===== src/rtl/seq_mul32.sv =====
// Unsigned 32x32 -> 64 radix-2 shift-add multiplier: one partial-sum add per cycle
// through a ripple-carry Adder32, 32 iterations, then a one-cycle done pulse.

module Adder32 (
   input  logic [31:0] i_a,
   input  logic [31:0] i_b,
   input  logic        i_cin,
   output logic [31:0] o_sum,
   output logic        o_cout
);

   logic [32:0] w_carry;

   assign w_carry[0] = i_cin;

   for (genvar g = 0; g < 32; g++) begin : g_fa
      assign o_sum[g]       = i_a[g] ^ i_b[g] ^ w_carry[g];
      assign w_carry[g + 1] = (i_a[g] & i_b[g]) | (w_carry[g] & (i_a[g] ^ i_b[g]));
   end

   assign o_cout = w_carry[32];

endmodule

// Handshake: start is taken only in IDLE; busy marks RUN, done is a one-cycle pulse
// in DONE, and product stays stable until the next RUN->DONE edge or reset.
module seq_mul32 (
   input  logic        clk,
   input  logic        rst,
   input  logic        start,
   input  logic [31:0] A,
   input  logic [31:0] B,
   output logic        busy,
   output logic        done,
   output logic [63:0] product,
   output logic [1:0]  o_dbg_state
);

   typedef enum logic [1:0] {
      S_IDLE = 2'd0,
      S_RUN  = 2'd1,
      S_DONE = 2'd2
   } state_t;

   state_t      r_state;
   state_t      w_state_nxt;
   logic [31:0] r_mcand;
   logic [31:0] r_hi;
   logic [31:0] r_lo;
   logic [4:0]  r_cnt;
   logic [63:0] r_product;

   logic [31:0] w_addend;
   logic [31:0] w_sum;
   logic        w_cout;
   logic        w_load;
   logic        w_last;
   logic [31:0] w_hi_nxt;
   logic [31:0] w_lo_nxt;

   assign w_addend = r_lo[0] ? r_mcand : 32'd0;

   Adder32 u_adder (
      .i_a    (r_hi),
      .i_b    (w_addend),
      .i_cin  (1'b0),
      .o_sum  (w_sum),
      .o_cout (w_cout)
   );

   // Shift the 65-bit {carry, sum, lo} right by one so the carry is never lost.
   assign w_hi_nxt = {w_cout, w_sum[31:1]};
   assign w_lo_nxt = {w_sum[0], r_lo[31:1]};

   assign w_load = (r_state == S_IDLE) && start;
   assign w_last = (r_state == S_RUN) && (r_cnt == 5'd31);

   always_comb begin
      w_state_nxt = r_state;
      case (r_state)
         S_IDLE:  if (start) w_state_nxt = S_RUN;
         S_RUN:   if (r_cnt == 5'd31) w_state_nxt = S_DONE;
         S_DONE:  w_state_nxt = S_IDLE;
         default: w_state_nxt = S_IDLE;
      endcase
   end

   always_ff @(posedge clk) begin
      if (rst) begin
         r_state   <= S_IDLE;
         r_mcand   <= 32'd0;
         r_hi      <= 32'd0;
         r_lo      <= 32'd0;
         r_cnt     <= 5'd0;
         r_product <= 64'd0;
      end else begin
         r_state <= w_state_nxt;
         if (w_load) begin
            r_mcand <= A;
            r_lo    <= B;
            r_hi    <= 32'd0;
            r_cnt   <= 5'd0;
         end else if (r_state == S_RUN) begin
            r_hi  <= w_hi_nxt;
            r_lo  <= w_lo_nxt;
            r_cnt <= r_cnt + 5'd1;
         end
         if (w_last) begin
            r_product <= {w_hi_nxt, w_lo_nxt};
         end
      end
   end

   assign busy        = (r_state == S_RUN);
   assign done        = (r_state == S_DONE);
   assign product     = r_product;
   assign o_dbg_state = r_state;

endmodule

===== config.mk =====
export PLATFORM = sky130hd
export DESIGN_NAME = seq_mul32
export DESIGN_NICKNAME = d
export VERILOG_FILES = /design/src/rtl/seq_mul32.sv
export SDC_FILE = /design/constraint.sdc
export NUM_CORES = 1
export LEC_CHECK = 0
export CAP_MARGIN = 30
export CORE_UTILIZATION = 57
export CTS_BUF_LIST = sky130_fd_sc_hd__clkbuf_8
export DETAILED_ROUTE_END_ITERATION = 10
export PLACE_DENSITY = 0.87
export SETUP_SLACK_MARGIN = 0.2
export SYNTH_ARGS = -nofsm -noshare
export SYNTH_HDL_FRONTEND = slang
export SYNTH_SLANG_ARGS = --single-unit

===== constraint.sdc =====
create_clock -name clk -period 21.2 [get_ports clk]
set_clock_uncertainty 0.15 [all_clocks]
set_input_delay 2.12 -clock clk [delete_from_list [all_inputs] [get_ports clk]]
set_output_delay 2.12 -clock clk [all_outputs]
set_load 0.01 [all_outputs]

# Word level (Yosys, flattened, before mapping)

Cells that the tools add are included.

Add/sub/neg operators: 1
Equal/unequal tests: 5
Multiplexer cells: 6
Bitwise operators: 157
Reductions and logical operators: 6

Operators with widths:

| cell                | count |
|---|---|
| $mux 32             | 3 |
| $and 1x1->1         | 63 |
| $xor 1x1->1         | 63 |
| $or 1x1->1          | 31 |
| $add 5x1->5 const B | 1 |
| $eq 5x5->1 const B  | 1 |
| $mux 2              | 2 |
| $pmux 2 s2          | 1 |
| $eq 2x1->1 const B  | 1 |
| $eq 2x2->1 const B  | 1 |
| $logic_and 1x1->1   | 2 |
| $logic_not 2->1     | 1 |
| $ne 2x1->1 const B  | 1 |
| $ne 2x2->1 const B  | 1 |
| $reduce_and 2->1    | 1 |
| $reduce_bool 2->1   | 1 |
| $reduce_or 2->1     | 1 |

Flip-flop bits (word level): 167
Bits of input ports: 67
Logic and storage cells: 181

# Depth between registers and ports, before layout

Depth in word-level cells: 64
Depth in mapped cells: 40
Gate-level depth less buffers: 39

# Modules after synthesis

A second synthesis with hierarchy kept.

Cell total of the unflattened synthesis: 713
Area, all modules: 6697.7 sq um

Modules (own cells, without submodules):

| module    | times used | cells each | area an instance (sq um) | seq. area each (sq um) |
|---|---|---|---|---|
| seq_mul32 | 1          | 671        | 6019.5                   | 3343.2 |
| Adder32   | 1          | 42         | 678.2                    | 0.0 |

# Least setup slack after synthesis

Ideal clock, no wire load.

Kind: flip-flop to flip-flop
From: register r_lo[0]
To: register r_hi[30]
Library setup time: 0.086 ns
Data arrival time: 12.287 ns
Required time: 20.964 ns
Slack: 8.678 ns
Cell stages (with the launch flop): 41
Clock period less this slack: 12.522 ns
Cells stage by stage: dfxtp_1 clkbuf_1 and2_1 ha_1 inv_1 fa_1 fa_1 inv_1 fa_1 fa_1 fa_1 fa_1 fa_1 fa_1 fa_1 fa_1 fa_1 fa_1 [... 5 more ...] inv_1 fa_1 fa_1 fa_1 fa_1 fa_1 fa_1 fa_1 fa_1 fa_1 fa_1 fa_1 fa_1 fa_1 fa_1 inv_1 fa_1 a211oi_1

Word-level cells in the longest chain between the ends: 63

RTL lines:

| element                                           | RTL line | RTL |
|---|---|---|
| start: declaration                                | 49       | `logic [31:0] r_lo;` |
| start signal: assignment                          | 105      | `r_lo <= w_lo_nxt;` |
| $mux 32 *                                         | 61       | `assign w_addend = r_lo[0] ? r_mcand : 32'd0;` |
| $and 1x1->1 / $xor 1x1->1 (equally long branches) | 18       | `assign w_carry[g + 1] = (i_a[g] & i_b[g]) \| (w_carry[g] & (i_a[g] ^ i_b[g]));` |
| $and 1x1->1                                       | 18       |  |
| $or 1x1->1                                        | 18       |  |
| $and 1x1->1                                       | 18       |  |
| $or 1x1->1                                        | 18       |  |
| $and 1x1->1                                       | 18       |  |
| $or 1x1->1                                        | 18       |  |
| [... 47 more ...]                                 | n/a      |  |
| $or 1x1->1                                        | 18       |  |
| $and 1x1->1                                       | 18       |  |
| $or 1x1->1                                        | 18       |  |
| $and 1x1->1                                       | 18       |  |
| $or 1x1->1                                        | 18       |  |
| $and 1x1->1                                       | 18       |  |
| $or 1x1->1                                        | 18       |  |
| $xor 1x1->1 *                                     | 17       | `assign o_sum[g] = i_a[g] ^ i_b[g] ^ w_carry[g];` |
| end signal: assignment                            | 104      | `r_hi <= w_hi_nxt;` |
| end: declaration                                  | 48       | `logic [31:0] r_hi;` |

Mark *: on every way between the ends. The rest lies on a longest branch, timed or not.
A chain may end at the register's enable or synchronous reset.

# Worst setup path in the final report

Same ends and word-level chain as after synthesis.

==> results.md <==
* Outcome: finished, final reports clean
* WL per Instance at between 15 and 20 um
* Reg-to-reg endpoint: r_hi[30]$_SDFFE_PP0P_
* Leak at about 3.2 nW
* Worst hold slack at about 0.3 ns
* Synth Register Bits at ~170
* Crit path arrival time at about 14 ns
* First-pass GRT wire length at about 27,000 um
* Gr ovfl total at 0
* VDD IR max at between 0.00006 and 0.00007 V
* Largest net degree at the start of global routing at 74
* Post-synth top area cell: dfxtp_1
* Synth top area share at 0.502
* CP max stage delay at ~0.64 ns
* Post-cts sizing count at 0
* Multi-input gate area at 3040 sq um
* Ranking of synthesized cells by area: dfxtp_1 50%, fa_1 9.3%, nand2_1 8.8%
* Kind of critical path: register to register
* Clock sinks at approximately 170
* Fill cell instance count of the final layout at approximately 850
* FF-to-FF Start: r_lo[0]$_SDFFE_PP0P_
* Die X at 110 um
* DRT antenna net count at 0
* Syn_nets at a little over 800
* Final std cells w/o fill at 967
* CTS tree: yes
* DR DRC count at 0
* First-pass iteration count of the detailed router at 6
* Setup Fix Bufs, Post-CTS at 0
* Cell row count at 39
* Layout cell share with drive strength beyond 1 at 0.0607
* Relative slew slack at 0.329
* Final core occ at 0.739
* Post-route cell area at approximately 8400 sq um
* Die area at roughly 12,000 sq um
* RSZ-0062 raised after global routing: false
* Final setup fails at 0
* MaxCap Viol Count at 0
* Cell area after synthesis at around 6700 sq um
* Worst-skew pair later-pin latency at 0.46 ns
* Die Ht at between 100 and 150 um
* Slowest-stage cell, CP: dfxtp_1
* Critical Path End Type: register
* Min-delay src: r_mcand[5]$_SDFFE_PP0P_
* Yosys warnings at 0
* Post-synthesis sequential area ratio at 0.502
* Iter 0 DRT Violations at roughly 340
* Via count at ~5,500
* Diode count at 0
* Number of nets in the layout at slightly above 900
* Dpl cells at between 900 and 1,000
* Hold path cells at 2
* WP data required at between 20 and 25 ns
* Hold WC Path Type: register to register
* Area of the core at about 11,000 sq um
* Post-DP HPWL at 10,500 um
* Commonest non-fill, non-tap cell in the layout: dfxtp_1
* Setup tns final at 0 ns
* Clock slew at reported path FFs at around 0.090 ns
* Initial antenna violation count at 0
* Pre-CTS setup slack at 7.87 ns
* Reg2Reg Depth at 39
* TritonCTS buffer count at 17
* CTS Hold Buffers Added at 0
* Vias per Instance at roughly 5.7
* Root Buffer: clkbuf_8
* Slew @ Worst Pin at between 1 and 1.5 ns
* Mapped Cells at approximately 710
* Final worst slack at just under 8 ns
* Final Hold Viols at 0
* H-tree levels at 4
* Clock Path Buffers at 2
* Initial Util at 0.583
* Gp weighted congestion at 0.822
* Slew Viols, Final at 0
* Placed inst area at between 8000 and 9000 sq um
* Synth cell types at 34
* Top Ports at between 100 and 150
* P&R area growth vs syn at 26.8%
* Startpoint type of the worst setup path: register
* PwrDens at between 70 and 80 nW/um^2
* Most frequent CP cell: fa_1
* Sequential cell area at between 3000 and 4000 sq um
* Commonest cells after routing, fill and taps aside: 167 x dfxtp_1, 156 x nand2_1, 133 x clkdlybuf4s50_1, 94 x a21oi_1, 59 x a22o_1
* FMAX at 74.4 MHz
* I/O Buffers at around 130
* Syn Area/Cell at ~9.4 sq um
* Number of global-route vias before repair at about 5,600
* GRT Total Usage at 0.289
* Final min period at 13.44 ns
* Total power at around 0.63 mW
* Crit share post-route at 0.634
* CP Max Fanout at 33
* Sink of the worst hold path: r_mcand[5]$_SDFFE_PP0P_
* Routed Wire Length at approximately 16,000 um
* R2R setup slack at between 7 and 8 ns
per-layer routing:
metal	vias to the layer above	GRT usage	wire (um)
met5	-	0	0
met4	0	0.113	349
met3	28	0.0794	882
met2	172	0.472	8130
met1	2695	0.364	6920
li1	2600	-	-
worst max-delay path, delay by kind of cell (launching register included):
kind | cells | cell delay [ns]
adder cells (fa/ha/maj) | 32 | 11.75
AO/OA/AOI/OAI | 1 | 0.20
flip-flops | 1 | 0.64
AND/OR/NAND/NOR | 1 | 0.30
buffers and inverters | 5 | 0.32
state kept, by name, summed over array words and instances, names as in the netlist:
register	flops
r_hi	32
r_mcand	32
o_dbg_state	2
product	64
r_lo	32
r_cnt	5
layout make-up:
type | count | area share
Clock buffer | 20 | 0.0326
Clock inverter | 12 | 0.0178
Inverter | 11 | 0.00519
Multi-Input combinational cell | 473 | 0.361
Sequential cell | 167 | 0.396
Tap cell | 143 | 0.0212
Timing Repair Buffer | 141 | 0.166
power breakdown:
part	internal, mW	switching [mW]
registers	0.324	0.00905
clock network	0.125	0.114
logic	0.0244	0.0324
total	0.473	0.156
kinds of logic (layout without fill, tap and decap cells):
logic type	after synthesis	count (layout)	synth area share
flops	167	167	0.502
xor+xnor	2	2	0.00263
fa+ha+maj	34	34	0.0989
buf+inv	65	184	0.0415
simple gates	240	240	0.154
compound gates	197	197	0.200
synthesized netlist by cell type:
master and instances:
nor3_1 2, and3_1 1, xor2_1 1, clkbuf_1 30, nand3b_1 1, fa_1 31
buf_2 21, o21ba_2 1, o21a_1 1, nand3_1 1, a21oi_4 1, nor2_1 40
inv_2 1, xnor2_1 1, a21oi_1 94, nor3b_2 1, ha_1 3, nand2_1 156
or3b_2 2, and2_1 28, or3_1 1, buf_1 2, inv_1 9, dfxtp_1 167
inv_4 1, a211oi_1 35, or3b_1 1, a22o_1 59, nand3b_2 1, buf_4 1
nand2b_1 4, o2bb2ai_1 5, o21ai_0 1, nor2b_1 1
how the worst max path moves through the flow:
stage | from | end | slack (ns) | cells after the start
after floorplan | r_lo[0]$_SDFFE_PP0P_ | r_hi[30]$_SDFFE_PP0P_ | 8.68 | 40
after global placement | r_lo[0]$_SDFFE_PP0P_ | r_hi[30]$_SDFFE_PP0P_ | 8.17 | 39
after detailed placement | r_lo[0]$_SDFFE_PP0P_ | r_hi[30]$_SDFFE_PP0P_ | 7.87 | 39
after CTS | r_lo[0]$_SDFFE_PP0P_ | r_hi[30]$_SDFFE_PP0P_ | 7.77 | 39
after global routing | r_lo[0]$_SDFFE_PP0P_ | r_hi[30]$_SDFFE_PP0P_ | 7.22 | 39
final | r_lo[0]$_SDFFE_PP0P_ | r_hi[30]$_SDFFE_PP0P_ | 7.76 | 39
Note: power is estimated with default switching activity, not from simulation.
==> patch 1: new RTL, config.mk and constraints unchanged <==
Add an input register stage for `start`, `A` and `B`; this delays them by one clock. Comments in the files are not updated.
--- a/src/rtl/seq_mul32.sv
+++ b/src/rtl/seq_mul32.sv
@@ -44,2 +44,12 @@
 
+   logic start_q;
+   logic [31:0] A_q;
+   logic [31:0] B_q;
+
+   always_ff @(posedge clk) begin
+      start_q <= start;
+      A_q     <= A;
+      B_q     <= B;
+   end
+
    state_t      r_state;
@@ -74,3 +84,3 @@
 
-   assign w_load = (r_state == S_IDLE) && start;
+   assign w_load = (r_state == S_IDLE) && start_q;
    assign w_last = (r_state == S_RUN) && (r_cnt == 5'd31);
@@ -80,3 +90,3 @@
       case (r_state)
-         S_IDLE:  if (start) w_state_nxt = S_RUN;
+         S_IDLE:  if (start_q) w_state_nxt = S_RUN;
          S_RUN:   if (r_cnt == 5'd31) w_state_nxt = S_DONE;
@@ -98,4 +108,4 @@
          if (w_load) begin
-            r_mcand <= A;
-            r_lo    <= B;
+            r_mcand <= A_q;
+            r_lo    <= B_q;
             r_hi    <= 32'd0;
Behaviour: not the same (a bounded check fails within 4 cycles, from zero or initial values and one cycle with rst high).
==> patch 1 against the original RTL <==
Global-route usage is 3.9 points lower; count of clock-buffer cells in the layout is 29 higher; critical path type unchanged; sequential cell count is 65 higher; total power is 48% higher; design area is 26% higher; via count is 15% higher; worst setup slack worse by 0.059 ns; wire length is 14% higher; synthesized area is 27% higher; synthesized cell count is 23% higher.
==> patch 1: results (changes against the original RTL) <==
| Metric | Value |
|---|---|
| First-pass GRT wire length | `30.0 mm (+13%)` |
| Worst slack at placement | `7.74 ns (-0.126 ns)` |
| Sequential area share after synthesis | `54.9% (+4.7 points)` |
| GR met2 Demand/Resource | `42.0% (-5.2 points)` |
| Worst-Margin Slew | `0.885 ns (-0.120 ns)` |
| Met3 wire len | `1.10 mm (+25%)` |
| Detailed placement HPWL | `11.5 mm (+9.3%)` |
| Worst EP arrival | `13.77 ns (+0.11 ns)` |
| DRT met1 WL | `8.08 mm (+17%)` |
| DR pass1 iterations | `4 (-2)` |
| Final nets | `1088 (+19%)` |
| Largest net degree at the start of global routing | `80 (+8.1%)` |
| Largest stage delay on the critical path | `0.60 ns (-0.04 ns)` |
| DR iter-0 viols | `468 (+38%)` |
| Gp weighted congestion | `0.773 (-5.9%)` |
| Synth unique cells | `33 (-2.9%)` |
| Clock slew at reported path FFs | `0.06 ns (-0.03 ns)` |
| Final wirelength | `18.6 mm (+14%)` |
| Clock tree buffer depth | `3 (+1)` |
| Worst skew pair latency | `0.52 ns (+0.06 ns)` |
| Leak | `4.05 nW (+27%)` |
| DP Area | `0.00986 mm2 (+23%)` |
| Synthesized area per cell | `9.79 um2 (+3.7%)` |
| Share of layout cells above drive strength 1 | `10.5% (+4.4 points)` |
| Routing usage on met1 | `31.4% (-5.0 points)` |
| Num CTS Buffers | `38 (+21)` |
| Status | `complete, no violations` |
| Power Internal | `716 uW (+51%)` |
| Most frequent cells after synthesis | `232 x dfxtp_1, 180 x nand2_1, 103 x nor2_1, 62 x a21oi_1, 43 x clkbuf_1` |
| Synth area leaders | `dfxtp_1 55%, nand2_1 8.0%, fa_1 7.3%` |
==> patch 1: changes by cell type in the layout (fill, tap and decap cells not counted), sizes merged, moves of 7 or more <==
cell	delta
clkbuf	+29
dfxtp	+65
a22o	-59
nor2	+64
o22ai	+7
inv	+8
o2bb2ai	+20
a211oi	+7
mux2i	+32
nand2	+24
==> patch 1: final cells by class <==
type                       instances  area [um2]
timing repair buffer             146        1470
sequential                       232        4640
inverter                          13        48.8
multi-input combinational        556        3470
clock inverter                    17         129
clock buffer                      49         674
fill                            1007        3870
tap                              184         230
==> patch 1: final timing paths <==
kind	from	end	slack [ns]	cells after the start
setup reg to reg	r_lo[0]$_SDFFE_PP0P_	product[62]$_SDFFE_PP0P_	7.70	39
hold / removal	product[9]$_SDFFE_PP0P_	product[9]$_SDFFE_PP0P_	0.30	2
setup / recovery	r_lo[0]$_SDFFE_PP0P_	product[62]$_SDFFE_PP0P_	7.70	39
hold reg to reg	product[9]$_SDFFE_PP0P_	product[9]$_SDFFE_PP0P_	0.30	2
==> patch 1: power by group through the flow <==
| stage | sequential, mW | clock [mW] | combinational [mW] |
|---|---|---|---|
| after floorplan | 0.470 | 0 | 0.0421 |
| after global placement | 0.474 | 0 | 0.0587 |
| after detailed placement | 0.475 | 0 | 0.0623 |
| after CTS | 0.466 | 0.411 | 0.0631 |
| after global routing | 0.468 | 0.431 | 0.0686 |
| final | 0.466 | 0.403 | 0.0627 |
==> patch 1: logic make-up after synthesis <==
family	count (synthesis)	synth area share [%]
adders and majority gates	34	7.78
AOI/OAI and AO/OA	166	13.6
muxes	32	3.79
buffers and inverters	76	4.19
xor gates and xnor gates	2	0.207
and+or+nand+nor	322	15.5
DFF	232	54.9
==> patch 2: new RTL, config.mk and constraints unchanged <==
Made on the original files. Put a register stage on the outputs `busy` and `done`, without a reset. The values now appear one clock later. The other outputs are not delayed to match. Comments in the files are not updated.
--- a/src/rtl/seq_mul32.sv
+++ b/src/rtl/seq_mul32.sv
@@ -113,4 +113,6 @@
 
-   assign busy        = (r_state == S_RUN);
-   assign done        = (r_state == S_DONE);
+   always_ff @(posedge clk) begin
+      busy <= (r_state == S_RUN);
+      done <= (r_state == S_DONE);
+   end
    assign product     = r_product;
Behaviour: not the same (Yosys sat finds a counterexample within 4 cycles, from zero or initial values and one cycle with rst high).
==> patch 2 against the original RTL <==
Total power down 3.7%; sequential cell count up 2; sequential share of layout area up 0.57 points; design area down 0.24%; first-iteration DRC count up 14%; critical path type unchanged; critical path depth unchanged; worst setup slack worse by 0.033 ns; worst hold slack about the same; clock power down 11%; synthesized area up 0.60%; wire length down 2.1%; via count up 0.87%; critical endpoint unchanged.
==> patch 2: results (changes against the original RTL) <==
| Metric | Value |
|---|---|
| DR pass1 iterations | `5 (-1)` |
| Mapped Nets | `808 (+0.25%)` |
| CP max stage cell | `dfxtp_1` |
| DR iter-0 viols | `387 (+14%)` |
| Antenna violations before repair | `0 (unchanged)` |
| Final wirelength | `15.9 mm (-2.1%)` |
| WHS Endpoint | `r_mcand[11]$_SDFFE_PP0P_` |
| Most frequent cells after synthesis | `169 x dfxtp_1, 156 x nand2_1, 94 x a21oi_1, 59 x a22o_1, 40 x nor2_1` |
| Worst Hold Class | `reg2reg` |
| Status | `complete, no violations` |
| Routing usage on met1 | `34.3% (-2.1 points)` |
| Post-CTS Resized | `0 (unchanged)` |
| Detailed placement HPWL | `10.3 mm (-1.6%)` |
| Worst skew pair latency | `0.46 ns (about the same)` |
| Async set-or-reset flop fraction in the synthesized netlist | `0% (unchanged)` |
| Worst EP arrival | `13.70 ns (+0.04 ns)` |
| Internal reg-to-reg setup slack | `7.73 ns (-0.03 ns)` |
| Leak | `3.19 nW (+0.49%)` |
| Max IR drop VDD | `56.0 uV (-10%)` |
| Largest net degree at the start of global routing | `74 (unchanged)` |
| Number of global-route vias before repair | `5414 (-3.0%)` |
| Worst R2R End | `r_hi[30]$_SDFFE_PP0P_` |
| Gp weighted congestion | `0.798 (-3.0%)` |
| Final nets | `914 (+0.22%)` |
| Met3 GRT Util | `5.41% (-2.5 points)` |
| Final hold slack | `0.305 ns (+0.000228 ns)` |
| Yosys warning total | `0 (unchanged)` |
| First-pass GRT wire length | `25.6 mm (-3.9%)` |
| Synth area leaders | `dfxtp_1 51%, fa_1 9.3%, nand2_1 8.7%` |
| Via density | `5.73 (+0.77%)` |
| Rel. slew slack | `34.6% (+1.7 points)` |
| Largest register FFs | `64 (unchanged)` |
| Hold Crit Start | `r_mcand[11]$_SDFFE_PP0P_` |
| Ys flop type | `dfxtp_1` |
| Sequential area share after synthesis | `50.5% (+0.30 points)` |
| Global Route Usage Sum | `27.6% (-1.3 points)` |
| Share of layout cells above drive strength 1 | `5.82% (-0.25 points)` |
| GR met2 Demand/Resource | `46.7% (-0.47 points)` |
[patch 2: cell types whose count changed in the layout (fill, tap and decap cells not counted)]
cell,unedited run,this run
dfxtp_1,167,169
clkbuf_8,20,21
clkinvlp_4,6,1
clkinv_2,3,7
inv_1,9,10
bufinv_16,3,1
[patch 2: kinds of logic after synthesis]
kind of cell | synth area share (%)
AOI/OAI and AO/OA | 19.9
DFF | 50.5
buffers and inverters | 4.13
and+or+nand+nor | 15.3
xor gates and xnor gates | 0.262
adders and majority gates | 9.83
[patch 2: routing by layer]
layer,vias to the layer above,wire (um),part of all wire [%]
met5,-,0,0
met3,34,952,6.0
li1,2609,-,-
met1,2708,6690,42
met2,192,7910,50
met4,0,391,2.5
[patch 2: layout make-up]
class / count / area, um2
timing repair buffer: 141 / 1400
clock inverter: 10 / 76.3
inverter: 11 / 43.8
sequential: 169 / 3380
tap: 143 / 179
clock buffer: 21 / 289
multi-input combinational: 473 / 3040
fill: 821 / 3000
[patch 2: worst max-delay path, delay by kind of cell, from the launching register on]
family / cells / cell delay [ns]
flops: 1 / 0.63
simple gates: 1 / 0.30
buf+inv: 5 / 0.34
compound gates: 1 / 0.21
fa+ha+maj: 32 / 11.78
[patch 2: per-stage QoR]
stage | power [mW] | setup slack (ns) | instances | instance area (um2)
after detailed placement | 0.400 | 7.83 | 937 | 8050
after floorplan | 0.376 | 8.68 | 707 | 6700
after global placement | 0.398 | 8.18 | 936 | 8030
after CTS | 0.608 | 7.72 | 968 | 8420
final | 0.606 | 7.73 | 968 | 8420
after global routing | 0.630 | 7.25 | 968 | 8420
[patch 2: worst max path at each step]
stage / from / to
detailed placement: r_lo[0]$_SDFFE_PP0P_ / r_hi[30]$_SDFFE_PP0P_
finish: r_lo[0]$_SDFFE_PP0P_ / r_hi[30]$_SDFFE_PP0P_
global route: r_lo[0]$_SDFFE_PP0P_ / r_hi[30]$_SDFFE_PP0P_
global placement: r_lo[0]$_SDFFE_PP0P_ / r_hi[30]$_SDFFE_PP0P_
CTS: r_lo[0]$_SDFFE_PP0P_ / r_hi[30]$_SDFFE_PP0P_
floorplan: r_lo[0]$_SDFFE_PP0P_ / r_hi[30]$_SDFFE_PP0P_
[patch 2: report_power, final]
group | switching [mW] | total, mW | internal [mW]
Sequential | 0.00876 | 0.337 | 0.328
Combinational | 0.0321 | 0.0565 | 0.0244
Clock | 0.110 | 0.213 | 0.103
Total | 0.151 | 0.606 | 0.455
